<file path="config.mk">
export PLATFORM = sky130hd
export DESIGN_NAME = serial_adder_ctrl_flat
export DESIGN_NICKNAME = d
export VERILOG_FILES = /design/src/rtl/serial_adder_ctrl_pkg.sv /design/src/rtl/serial_adder_ctrl_if.sv /design/src/rtl/serial_adder_ctrl_full_adder.sv /design/src/rtl/serial_adder_ctrl.sv /design/src/flat_wrapper.sv
export SDC_FILE = /design/constraint.sdc
export NUM_CORES = 1
export LEC_CHECK = 0
export BUFFER_PORTS_ARGS = -buffer_cell sky130_fd_sc_hd__buf_2
export CAP_MARGIN = 20
export CORE_AREA = 2 2 97 99
export CTS_CLUSTER_SIZE = 24
export DETAILED_ROUTE_END_ITERATION = 7
export DIE_AREA = 0 0 99 101
export SYNTH_ARGS = -nofsm -noshare
export SYNTH_HDL_FRONTEND = slang
export SYNTH_SLANG_ARGS = --single-unit
</file>
<file path="constraint.sdc">
create_clock -name clk -period 1.75 [get_ports clk]
set_input_delay 0.35 -clock clk [delete_from_list [all_inputs] [get_ports clk]]
set_output_delay 0.35 -clock clk [all_outputs]
set_load 0.02 [all_outputs]
</file>
<file path="src/rtl/serial_adder_ctrl_pkg.sv">
// Shared definitions for the bit-serial adder controller: FSM state encodings
// and a constant-time ceil(log2) helper for sizing the bit counter.
package serial_adder_ctrl_pkg;

  localparam logic [1:0] ST_IDLE = 2'd0;
  localparam logic [1:0] ST_RUN  = 2'd1;
  localparam logic [1:0] ST_DONE = 2'd2;

  function automatic int clog2(input int n);
    int r;
    r = 0;
    for (int i = 0; i < 32; i++) begin
      if ((1 << i) < n) r = i + 1;
    end
    return r;
  endfunction

endpackage

</file>
<file path="src/rtl/serial_adder_ctrl_if.sv">
// Start/done handshake and operand/result bus between an operand source
// (master) and the serial adder controller (slave).
interface serial_adder_ctrl_if #(
  parameter int WIDTH = 8
);
  logic             start;
  logic [WIDTH-1:0] a;
  logic [WIDTH-1:0] b;
  logic             ci;
  logic             busy;
  logic             done;
  logic [WIDTH-1:0] sum;
  logic             co;

  modport master (output start, a, b, ci, input busy, done, sum, co);
  modport slave  (input start, a, b, ci, output busy, done, sum, co);
endinterface

</file>
<file path="src/rtl/serial_adder_ctrl_full_adder.sv">
// One-bit full adder cell; the only arithmetic in the serial datapath.
module full_adder (
  input  logic a,
  input  logic b,
  input  logic ci,
  output logic s,
  output logic co
);
  assign s  = a ^ b ^ ci;
  assign co = (a & b) | (ci & (a ^ b));
endmodule

</file>
<file path="src/rtl/serial_adder_ctrl.sv">
// Bit-serial adder: one full_adder cell processes one bit pair per cycle,
// LSB first, with the sum assembled in a right-shifting register.
module serial_adder_ctrl
  import serial_adder_ctrl_pkg::*;
#(
  parameter int WIDTH = 8
) (
  input  logic                clk,
  input  logic                rst_n,
  serial_adder_ctrl_if.slave  bus
);

  localparam int CW = clog2(WIDTH);

  logic [1:0]       state_q, state_d;
  logic [WIDTH-1:0] opa_q, opa_d;
  logic [WIDTH-1:0] opb_q, opb_d;
  logic [WIDTH-1:0] psum_q, psum_d;
  logic [WIDTH-1:0] sum_q, sum_d;
  logic [CW-1:0]    cnt_q, cnt_d;
  logic             carry_q, carry_d;
  logic             co_q, co_d;
  logic             fa_s, fa_co;

  full_adder u_fa (
    .a  (opa_q[0]),
    .b  (opb_q[0]),
    .ci (carry_q),
    .s  (fa_s),
    .co (fa_co)
  );

  always_comb begin
    // NOTE: every next-state signal gets a hold default first, so no path through the case can infer a latch.
    state_d = state_q;
    opa_d   = opa_q;
    opb_d   = opb_q;
    psum_d  = psum_q;
    sum_d   = sum_q;
    cnt_d   = cnt_q;
    carry_d = carry_q;
    co_d    = co_q;

    case (state_q)
      ST_IDLE, ST_DONE: begin
        if (bus.start) begin
          opa_d   = bus.a;
          opb_d   = bus.b;
          carry_d = bus.ci;
          cnt_d   = '0;
          state_d = ST_RUN;
        end else begin
          state_d = ST_IDLE;
        end
      end
      ST_RUN: begin
        psum_d  = {fa_s, psum_q[WIDTH-1:1]};
        carry_d = fa_co;
        opa_d   = opa_q >> 1;
        opb_d   = opb_q >> 1;
        cnt_d   = cnt_q + 1'b1;
        // Result registers update only here, so sum/co never expose partial bits.
        if (cnt_q == CW'(WIDTH - 1)) begin
          sum_d   = {fa_s, psum_q[WIDTH-1:1]};
          co_d    = fa_co;
          state_d = ST_DONE;
        end
      end
      default: state_d = ST_IDLE;
    endcase
  end

  // NOTE: state registers use non-blocking assignments so all flops update together at the edge.
  always_ff @(posedge clk or negedge rst_n) begin
    if (!rst_n) begin
      state_q <= ST_IDLE;
      opa_q   <= '0;
      opb_q   <= '0;
      psum_q  <= '0;
      sum_q   <= '0;
      cnt_q   <= '0;
      carry_q <= 1'b0;
      co_q    <= 1'b0;
    end else begin
      state_q <= state_d;
      opa_q   <= opa_d;
      opb_q   <= opb_d;
      psum_q  <= psum_d;
      sum_q   <= sum_d;
      cnt_q   <= cnt_d;
      carry_q <= carry_d;
      co_q    <= co_d;
    end
  end

  assign bus.busy = (state_q == ST_RUN);
  assign bus.done = (state_q == ST_DONE);
  assign bus.sum  = sum_q;
  assign bus.co   = co_q;

endmodule

</file>
<file path="src/flat_wrapper.sv">
// flat-port wrapper written by rule: the top's interface ports become plain ports
module serial_adder_ctrl_flat import serial_adder_ctrl_pkg::*;
#(
  parameter int WIDTH = 8
)
  (clk, rst_n, bus_start, bus_a, bus_b, bus_ci, bus_busy, bus_done, bus_sum, bus_co);
  serial_adder_ctrl_if #(.WIDTH(WIDTH)) bus_i ();
  input  logic clk;
  input  logic rst_n;
  input wire logic [$bits(bus_i.start)-1:0] bus_start;
  input wire logic [$bits(bus_i.a)-1:0] bus_a;
  input wire logic [$bits(bus_i.b)-1:0] bus_b;
  input wire logic [$bits(bus_i.ci)-1:0] bus_ci;
  output wire logic [$bits(bus_i.busy)-1:0] bus_busy;
  output wire logic [$bits(bus_i.done)-1:0] bus_done;
  output wire logic [$bits(bus_i.sum)-1:0] bus_sum;
  output wire logic [$bits(bus_i.co)-1:0] bus_co;
  assign bus_i.start = bus_start;
  assign bus_i.a = bus_a;
  assign bus_i.b = bus_b;
  assign bus_i.ci = bus_ci;
  assign bus_busy = bus_i.busy;
  assign bus_done = bus_i.done;
  assign bus_sum = bus_i.sum;
  assign bus_co = bus_i.co;
  serial_adder_ctrl #(.WIDTH(WIDTH)) u_core (.clk(clk), .rst_n(rst_n), .bus(bus_i));
endmodule
</file>
==> results.md, run 1 <==
* Max-Cap Viols at 0
* Syn nets at 325
* Clock buffer count from CTS at 9
* Leakage at 0.002052 uW
* Internal at 2341 uW
* Register area share after synthesis at 54.49%
* Worst-Margin Slew at 0.3519 ns
* DRT Wirelength at 6663 um
* Yosys warns at 0
* Setup CP Type: reg2reg
* Most common cell after layout, fill and taps aside: nand2_1
* Cells after Synth at 303
* F_max at 0.5457 GHz
* Share of cells above drive strength 1 at 30.29%
* Setup crit end kind: register
* Register-to-register setup slack at -0.08 ns
* Most used cells in the layout excluding fill and tap cells: 89 x nand2_1, 67 x dfrtp_1, 45 x buf_4, 29 x buf_2, 21 x mux2i_1
* TritonCTS clock tree: built
* M3 GR Usage at 3.190%
* Met1 Usage GRT at 18.88%
* Dpl hpwl at 4552 um
* Congestion Overflow GR at 0
* Die X at 99 um
* Detailed Routing Iterations Pass 1 at 4
* Comb power frac at 5.7%
* Area fraction of the dominant cell type after synthesis at 54.49%
* DIE AREA at 9999 um2
* Tcrit/Tclk final at 104.7%
* Starting DRT DRC Count at 131
* Clock transition at path regs at 0.08 ns
* Final Hold Fails at 2
* Switching Power at 778.6 uW
* DRC viols at 0
* Skew-Pair Late Insertion Delay at 0.35 ns
* RSZ-0062 raised after global routing: yes
* HP Class: in2async
* Total track usage at 14.70%
* CTS H-Tree Depth at 3
* Via count at 2470
* Violated checks: hold timing, setup timing
* ANT nets after route at 0
* Reg2reg path depth at 6
* Grt peak-use layer: met2
* Startpoint type of the worst setup path: register
* Clock Skew at 0.009778 ns
* Vias in the first global route at 2558
* Clock Power Share at 43.1%
* Final net count at 400
* Tot Pwr at 3120 uW
* Area contributors post-synth: dfrtp_1 54%, nand2_1 11%, mux2i_1 6.8%, a22oi_1 3.7%, mux2_2 3.3%
* # port buffers at 30
* Power per cell area at 787.6 nW/um2
* Crit path max-delay family: simple AND/OR/NAND/NOR gates
* CP max FO at 10
* Flops & latches, synth at 67
* Clock buffer depth at 2
* VDD IR-drop max at 0.4289 mV
* Area leader, netlist: dfrtp_1
* Global-route wire length before repair at 11780 um
* Critical Path AT at 2.07 ns
* Buf/Inv on CP at 1
* Outcome: complete, but fails checks
* Sw Ratio at 24.96%
* Core Region at 8977 um2
* DR WL/cell at 13.49 um
* Netlist Area Pre-Place at 3077 um2
* Global placer's final weighted congestion at 0.7987
* Critical Path Max Stage Delay at 0.37 ns
* FF-to-FF Start: u_core.cnt_q[0]
* Final setup fails at 9
* Clk root buf: clkbuf_8
* Worst Path Required at 1.99 ns
* Largest net degree at the start of global routing at 68
* Initial core utilization at 34.27%
* Setup tns final at -0.6258 ns
* Placement row count at 35
* R2R Path End: u_core.bus.co
* Synth Area per Inst at 10.15 um2
* Distinct cell type count after synthesis at 36
* Fin worst setup slack at -0.08255 ns
* Max-slew headroom at 76.54%
* Sequential Power Share at 51.2%
* Pins Over Slew Limit at 0
* Filler cell count at 863
* Area growth, synth to finish at 28.75%
* Met2 Use GR at 23.70%
* Final min period at 1.833 ns
* Slowest cell on the critical path: dfrtp_1
* CTS Sinks at 67
* Die Ht at 101 um
* Io pins at 31
* Worst path cell trace: ha_2 > and4bb_2 > nand4_1 > nor3_4 > buf_12 > mux2_2
* Via density at 5.000
* Initial antenna violation count at 0
* ANT cells at 0
* Final hold slack at -0.002335 ns
==> final cells by class <==
cell class / count / area (um2) / area share (%)
Sequential cell: 67 / 1677 / 42.32
Multi-Input combinational cell: 219 / 1381 / 34.87
Timing Repair Buffer: 78 / 545.5 / 13.77
Tap cell: 111 / 138.9 / 3.506
Clock buffer: 9 / 123.9 / 3.127
Clock inverter: 7 / 83.83 / 2.116
Inverter: 3 / 11.26 / 0.2843
==> power by group through the flow <==
stage	registers (uW)	logic, uW	clock network (uW)
finish	1600	178	1350
global placement	1620	178	0
floorplan	1640	55.9	0
CTS	1600	182	1380
detailed placement	1630	181	0
global route	1600	205	1440
==> worst register-to-register path, stage by stage, from the launching register on <==
cell	delay [ns]
dfrtp_1	0.37
ha_2	0.19
and4bb_2	0.25
nand4_1	0.20
nor3_4	0.21
buf_12	0.17
mux2_2	0.33
==> cell usage after synthesis <==
| master | number |
|---|---|
| nor2b_1 | 2 |
| and3_1 | 5 |
| nand3b_1 | 1 |
| o211ai_1 | 3 |
| and4bb_2 | 1 |
| nand3_1 | 13 |
| a22o_1 | 3 |
| buf_2 | 2 |
| buf_4 | 1 |
| nor3_1 | 3 |
| mux2_2 | 9 |
| a21oi_1 | 1 |
| nand2_1 | 89 |
| inv_1 | 3 |
| fa_1 | 1 |
| nor2_1 | 7 |
| clkbuf_1 | 11 |
| xnor2_1 | 2 |
| mux2i_1 | 21 |
| o22ai_1 | 1 |
| nand4_1 | 12 |
| o31ai_1 | 2 |
| nand3_2 | 1 |
| or4b_1 | 1 |
| dfrtp_1 | 67 |
| and4_1 | 2 |
| a22oi_1 | 15 |
| o21ai_0 | 6 |
| nor4b_2 | 1 |
| nor3_4 | 1 |
| nand4b_1 | 1 |
| nor4_2 | 1 |
| nor4_1 | 8 |
| ha_1 | 1 |
| and2_1 | 3 |
| nand2b_1 | 2 |
==> stage by stage <==
step	utilization, %	cell area [um2]	hold WS [ns]	std cells	worst slack [ns]
final	44.13	3961	-0.002335	494	-0.08255
after floorplan	-	3077	0.05441	303	0.01852
after global placement	40.79	3662	0.3994	474	-0.05583
after CTS	43.39	3895	0.01503	490	-0.06610
after global routing	44.13	3961	0.03002	494	-0.1493
after detailed placement	40.79	3662	0.4019	474	-0.08411
==> registers in the layout, indices dropped and copies added (netlist names) <==
name	flops
u_core.opa_q	8
u_core.bus.sum	8
u_core.opb_q	8
u_core.state_q	2
u_core.cnt_q	32
u_core.carry_q	1
u_core.bus.co	1
u_core.psum_q	7
==> how the worst max path moves through the flow <==
stage,startpoint,end,slack [ns],cells after the start
after floorplan,u_core.cnt_q[0],u_core.bus.co,0.02,5
after global placement,u_core.cnt_q[19],u_core.bus.sum[4],-0.06,6
after detailed placement,u_core.cnt_q[19],u_core.bus.sum[7],-0.08,6
after CTS,u_core.cnt_q[19],u_core.bus.co,-0.07,6
after global routing,u_core.cnt_q[19],u_core.bus.sum[1],-0.15,6
final,u_core.cnt_q[0],u_core.bus.co,-0.08,6
==> repair_timing <==
| action | 4_1_cts | 5_1_grt |
|---|---|---|
| buffers inserted | 0 | 5 |
| endpoints found under the hold margin | 0 | 0 |
| hold buffers | 0 | 0 |
| resized for setup | 6 | 10 |
| pin swaps | 0 | 6 |
| endpoints found under the setup margin | 12 | 17 |
==> routing by layer <==
layer	wire length, um	part of all wire, %
met1	3178	48
met2	3118	47
met3	214	3.2
met4	153	2.3
met5	0	0
==> cells by family (layout without fill, tap and decap cells) <==
family                   count (synthesis)  after routing  synth area share (%)
flip-flops                              67             67                 54.49
AND/OR/NAND/NOR                        154            154                 24.40
buffers and inverters                   17             97                 2.277
AO/OA/AOI/OAI                           31             31                 7.076
multiplexers                            30             30                 10.13
adder cells (fa/ha/maj)                  2              2                 1.057
XOR/XNOR                                 2              2                0.5694
No activity file was read; power rests on OpenSTA's default activity.
==> inputs of run 2 (changes only) <==
--- a/config.mk
+++ b/config.mk
@@ -11,6 +11,7 @@
 export CTS_CLUSTER_SIZE = 24
 export DETAILED_ROUTE_END_ITERATION = 7
 export DIE_AREA = 0 0 99 101
+export SKIP_LAST_GASP = 1
 export SYNTH_ARGS = -nofsm -noshare
 export SYNTH_HDL_FRONTEND = slang
 export SYNTH_SLANG_ARGS = --single-unit
==> run 2 against run 1 <==
The run still ends with hold timing, setup timing left; via count about the same; global-route usage down 0.089 points; clock skew hardly changed; non-clock buffer count is the same; core utilization shrank 0.13 points; sequential share of layout area grew 0.12 points; critical path depth unchanged; final area down 0.28%; routed wire length fell by 0.98%; largest cell class unchanged; highest routed layer unchanged.
==> results.md, run 2 (synthesized netlist as in run 1, its figures left out) <==
* Cts hold-fix bufs at 0
* Finished Cell Area at 3950 um2
* Total track usage at 14.61%
* Global placer's final weighted congestion at 0.7987
* Start point of the critical path: u_core.cnt_q[1]
* Pins Over Slew Limit at 0
* Congestion Overflow GR at 0
* Violated checks: hold timing, setup timing
* Die Ht at 101 um
* FF-to-FF Start: u_core.cnt_q[1]
* Via count at 2472
* Initial antenna violation count at 0
* CTS Sinks at 67
* Flip-flop count of the largest register after layout at 32
* Skew-Pair Late Insertion Delay at 0.35 ns
* TritonCTS clock tree: built
* Starting DRT DRC Count at 100
* # port buffers at 30
* Worst-Margin Slew at 0.3531 ns
* Max-slew headroom at 76.46%
* Most used cells in the layout excluding fill and tap cells: 89 x nand2_1, 67 x dfrtp_1, 45 x buf_4, 29 x buf_2, 21 x mux2i_1
* Clock buffer depth at 2
* DR WL/cell at 13.36 um
* Tot Pwr at 3120 uW
* Final net count at 400
* VDD IR-drop max at 0.4289 mV
* Setup crit end kind: register
* Core Region at 8977 um2
* Clock buffer count from CTS at 9
* Reg with most FFs: u_core.cnt_q
* Global-route wire length before repair at 11720 um
* Clk root buf: clkbuf_8
* Detailed Routing Iterations Pass 1 at 4
* Fin worst setup slack at -0.07085 ns
* Dpl hpwl at 4552 um
* Io pins at 31
* Critical Path AT at 2.06 ns
* Place WS at -0.08411 ns
* Worst Path Required at 1.99 ns
* Share of cells above drive strength 1 at 30.29%
* RSZ-0062 raised after global routing: yes
* Final setup fails at 9
* Placement row count at 35
* Final Hold Fails at 2
* Setup tns final at -0.5720 ns
* HP Class: in2async
* DRT Wirelength at 6598 um
* Filler cell count at 863
* Leakage at 0.002049 uW
* Outcome: complete, but fails checks
* Tcrit/Tclk final at 104.0%
* ANT cells at 0
* Clock transition at path regs at 0.08 ns
* Placed cell area at 3662 um2
* Final min period at 1.821 ns
* Register-to-register setup slack at -0.07 ns
* Multi-input logic area at 1370 um2
* ANT nets after route at 0
* Die X at 99 um
* Clock Skew at 0.01027 ns
* DRC viols at 0
* Setup CP Type: reg2reg
* Vias in the first global route at 2552
* Largest net degree at the start of global routing at 68
* Final hold slack at -0.003339 ns
* Fin util at 44.00%
* Startpoint type of the worst setup path: register
* CTS H-Tree Depth at 3
* Reg area at 1677 um2
* Power per cell area at 789.8 nW/um2
* Area growth, synth to finish at 28.39%
* F_max at 0.5492 GHz
* Max-Cap Viols at 0
* DIE AREA at 9999 um2
* Via density at 5.004
* Initial core utilization at 34.27%
* Most common cell after layout, fill and taps aside: nand2_1
* CP max FO at 10
## run 2: worst max-delay path, cell delays in order, from the launching register on
cell	delay, ns
dfrtp_1	0.37
ha_2	0.19
and4bb_2	0.25
nand4_1	0.20
nor3_4	0.21
buf_12	0.16
mux2_2	0.33
## run 2: worst paths after layout
check | to | cells after the start
max | u_core.bus.sum[6] | 6
min | u_core.psum_q[6] | 2
max reg2reg | u_core.bus.sum[6] | 6
min reg2reg | u_core.opa_q[5] | 2
max in group asynchronous | u_core.opa_q[7] | 2
min in group clk | u_core.opa_q[5] | 3
## run 2: final cells by class
| cell class | count | area share, % |
|---|---|---|
| clock buffer | 9 | 3.136 |
| clock inverter | 7 | 2.122 |
| inverter | 3 | 0.2851 |
| multi-input combinational | 219 | 34.68 |
| sequential | 67 | 42.45 |
| tap | 111 | 3.516 |
| timing repair buffer | 78 | 13.81 |
## run 2: power by group
group          leakage [uW]  total, uW  internal, uW  switching [uW]
Combinational       0.00112        178          83.2            95.1
Clock              0.000102       1350           682             663
Sequential         0.000826       1600          1580            20.1
Total               0.00205       3120          2340             778
## run 2: per-layer routing
layer  up-vias  part of all wire, %  GRT usage (%)
met5         -                    0              0
met4         0                  2.3          6.955
met3        14                  3.3          3.190
met2        38                   47          23.65
met1      1200                   47          18.66
li1       1220                    -              -
## run 2: through the flow
step / instances / hold slack [ns]
after detailed placement: 474 / 0.4019
after CTS: 490 / 0.01503
after floorplan: 303 / 0.05441
after global routing: 494 / 0.03002
after global placement: 474 / 0.3994
final: 494 / -0.003339
## run 2: timing repair
| item | CTS | global route |
|---|---|---|
| pin swaps | 0 | 4 |
| buffers inserted | 0 | 5 |
| endpoints found under the setup margin | 12 | 17 |
| gates resized for setup | 4 | 9 |
==> inputs of run 3 (changes only) <==
--- a/config.mk
+++ b/config.mk
@@ -5,12 +5,14 @@
 export SDC_FILE = /design/constraint.sdc
 export NUM_CORES = 1
 export LEC_CHECK = 0
+export ABC_AREA = 1
 export BUFFER_PORTS_ARGS = -buffer_cell sky130_fd_sc_hd__buf_2
 export CAP_MARGIN = 20
-export CORE_AREA = 2 2 97 99
+export CORE_AREA = 2 2 105 107
 export CTS_CLUSTER_SIZE = 24
 export DETAILED_ROUTE_END_ITERATION = 7
-export DIE_AREA = 0 0 99 101
+export DIE_AREA = 0 0 107 109
+export RECOVER_POWER = 25
 export SKIP_LAST_GASP = 1
 export SYNTH_ARGS = -nofsm -noshare
 export SYNTH_HDL_FRONTEND = slang
==> run 3 against run 2 <==
The run now ends clean; via count is 32% higher; hold slack better by 0.25 ns; sequential cell count stayed put; area after synthesis is 17% higher; non-clock buffer count is 36 lower; final area is 5.7% higher; fmax is 13% higher; clock power is 9.6% higher; core utilization is 4.6 points lower; critical path type is now reg2out.
==> results.md, run 3 <==
* Outcome: complete, no violations
* Tot Pwr at 3087 uW
* Levels on crit path at 4
* Fin worst setup slack at 0.1401 ns
* Clock buffer depth at 2
* ANT nets after route at 0
* Filler cell count at 1108
* Reg with most FFs: u_core.cnt_q
* Dpl hpwl at 6471 um
* Via count at 3272
* Io pins at 31
* Place WS at 0.2242 ns
* DR WL/cell at 12.87 um
* Multi-input logic area at 1684 um2
* Placement row count at 38
* Buf/Inv on CP at 3
* Finished Layout Cells at 679
* Global placer's final weighted congestion at 0.9000
* Register-to-register setup slack at 0.15 ns
* Clock buffer count from CTS at 9
* Die Ht at 109 um
* Yosys warns at 0
* Commonest cells in the netlist: 169 x nand2_1, 72 x nand3_1, 67 x dfrtp_1, 54 x nor2_1, 41 x inv_1
* Leakage at 0.002083 uW
* Worst-Margin Slew at 0.5953 ns
* Flops & latches, synth at 67
* Max-Cap Viols at 0
* Flip-flop count of the largest register after layout at 32
* Die X at 107 um
* Setup tns final at 0 ns
* Area growth, synth to finish at 15.98%
* Most used cells in the layout excluding fill and tap cells: 169 x nand2_1, 72 x nand3_1, 67 x dfrtp_1, 54 x nor2_1, 41 x inv_1
* Worst Path Required at 1.40 ns
* Final net count at 556
* Reg2reg path depth at 5
* Largest net degree at the start of global routing at 33
* Congestion Overflow GR at 0
* R2R Path End: u_core.cnt_q[9]
* Share of cells above drive strength 1 at 14.66%
* Worst path cell trace: inv_1 > nand2_2 > inv_4 > buf_2
* Post-synth EDFFs at 0
* CP endpoint: bus_busy
* # port buffers at 30
* Clk root buf: clkbuf_8
* Netlist Area Pre-Place at 3601 um2
* DRT Wirelength at 8741 um
* Core Region at 10600 um2
* Max-slew headroom at 60.31%
* Initial antenna violation count at 0
* Clock Skew at 0.01109 ns
* HP Class: in2reg
* Tcrit/Tclk final at 92.00%
* Final min period at 1.610 ns
* ANT cells at 0
* Reg area at 1677 um2
* VDD IR-drop max at 0.3171 mV
* Area fraction of the dominant cell type after synthesis at 46.56%
* DIE AREA at 11660 um2
* Initial core utilization at 33.96%
* Critical Path Max Stage Delay at 0.36 ns
* Cells after Synth at 494
* CTS H-Tree Depth at 3
* Detailed Routing Iterations Pass 1 at 5
* Pins Over Slew Limit at 0
* RSZ-0062 raised after global routing: no
* Starting DRT DRC Count at 212
* Top_reg_cell synth: dfrtp_1
* Most frequent cell after synthesis: nand2_1
* Area contributors post-synth: dfrtp_1 47%, nand2_1 18%, nand3_1 10%, nor2_1 5.6%, inv_1 4.3%
* Critical Path AT at 1.26 ns
* Slowest cell on the critical path: dfrtp_1
* Global-route wire length before repair at 15240 um
* CTS Sinks at 67
* Power per cell area at 739.2 nW/um2
* Via density at 4.819
* Register area share after synthesis at 46.56%
* Placed cell count at 662
* DRC viols at 0
* Area leader, netlist: dfrtp_1
* Skew-Pair Late Insertion Delay at 0.35 ns
* Setup crit end kind: output port
* Setup CP Type: reg2out
* Clock transition at path regs at 0.08 ns
* Vias in the first global route at 3213
* Total track usage at 16.73%
* Synth Area per Inst at 7.289 um2
* Final Hold Fails at 0
* Startpoint type of the worst setup path: register
* CP max FO at 9
* TritonCTS clock tree: built
* Distinct cell type count after synthesis at 32
* Most common cell after layout, fill and taps aside: nand2_1
* Final hold slack at 0.2514 ns
* Syn nets at 516
* Start point of the critical path: u_core.state_q[1]
* Final setup fails at 0
* FF-to-FF Start: u_core.state_q[0]
* Crit path max-delay family: buffers and inverters
* Async SR Flop Fraction at 100.0%
* Postcts setup bufs at 0
* F_max at 0.6211 GHz
[run 3: cells by family (layout without fill, tap and decap cells)]
group | Yosys count | count (layout) | synth area share, %
AO/OA/AOI/OAI | 39 | 39 | 6.254
adder cells (fa/ha/maj) | 2 | 2 | 0.9034
buffers and inverters | 60 | 105 | 6.671
flip-flops | 67 | 67 | 46.56
AND/OR/NAND/NOR | 326 | 326 | 39.61
[run 3: worst min-delay path by stage]
| stage | from | end | slack, ns | depth (start not counted) |
|---|---|---|---|---|
| after global placement | rst_n | u_core.bus.co | 0.35 | 1 |
| after global routing | bus_b[5] | u_core.opb_q[5] | 0.27 | 3 |
| after floorplan | rst_n | u_core.bus.co | 0.05 | 0 |
| after CTS | bus_a[7] | u_core.opa_q[7] | 0.23 | 3 |
| final | bus_a[7] | u_core.opa_q[7] | 0.25 | 3 |
| after detailed placement | rst_n | u_core.bus.sum[0] | 0.36 | 1 |
[run 3: layer usage]
layer | track usage [%] | vias to the layer above | wire length, um
met5 | 0 | - | 0
met4 | 6.772 | 0 | 169
met3 | 3.228 | 11 | 319
met2 | 26.80 | 66 | 3967
met1 | 22.38 | 1528 | 4284
li1 | - | 1667 | -
[run 3: through the flow]
stage,cell area [um2],utilization [%]
3_5_place_dp,3958,37.33
6_report,4177,39.39
5_1_grt,4177,39.39
3_3_place_gp,3958,37.33
2_1_floorplan,3601,-
4_1_cts,4194,39.56
[run 3: what timing repair did]
item | in CTS | in global routing
hold buffers | 1 | 0
endpoints found under the hold margin | 19 | 0
endpoints found under the setup margin | 0 | 1
resized for setup | 0 | 1
[run 3: cell type report]
class / instances / area share, %
Sequential cell: 67 / 40.14
Multi-Input combinational cell: 367 / 40.32
Clock buffer: 10 / 3.295
Clock inverter: 6 / 2.127
Tap cell: 140 / 4.194
Inverter: 47 / 4.284
Timing Repair Buffer: 42 / 5.632
[run 3: tightest hold or removal path: stages]
cell and delay (ns):
buf_2 0.08, nand3_1 0.06, o21ai_0 0.08
[run 3: where the power goes]
part / switching (uW) / internal (uW)
sequential: 0 / 1550
combinational: 43.2 / 20.9
clock: 636 / 841
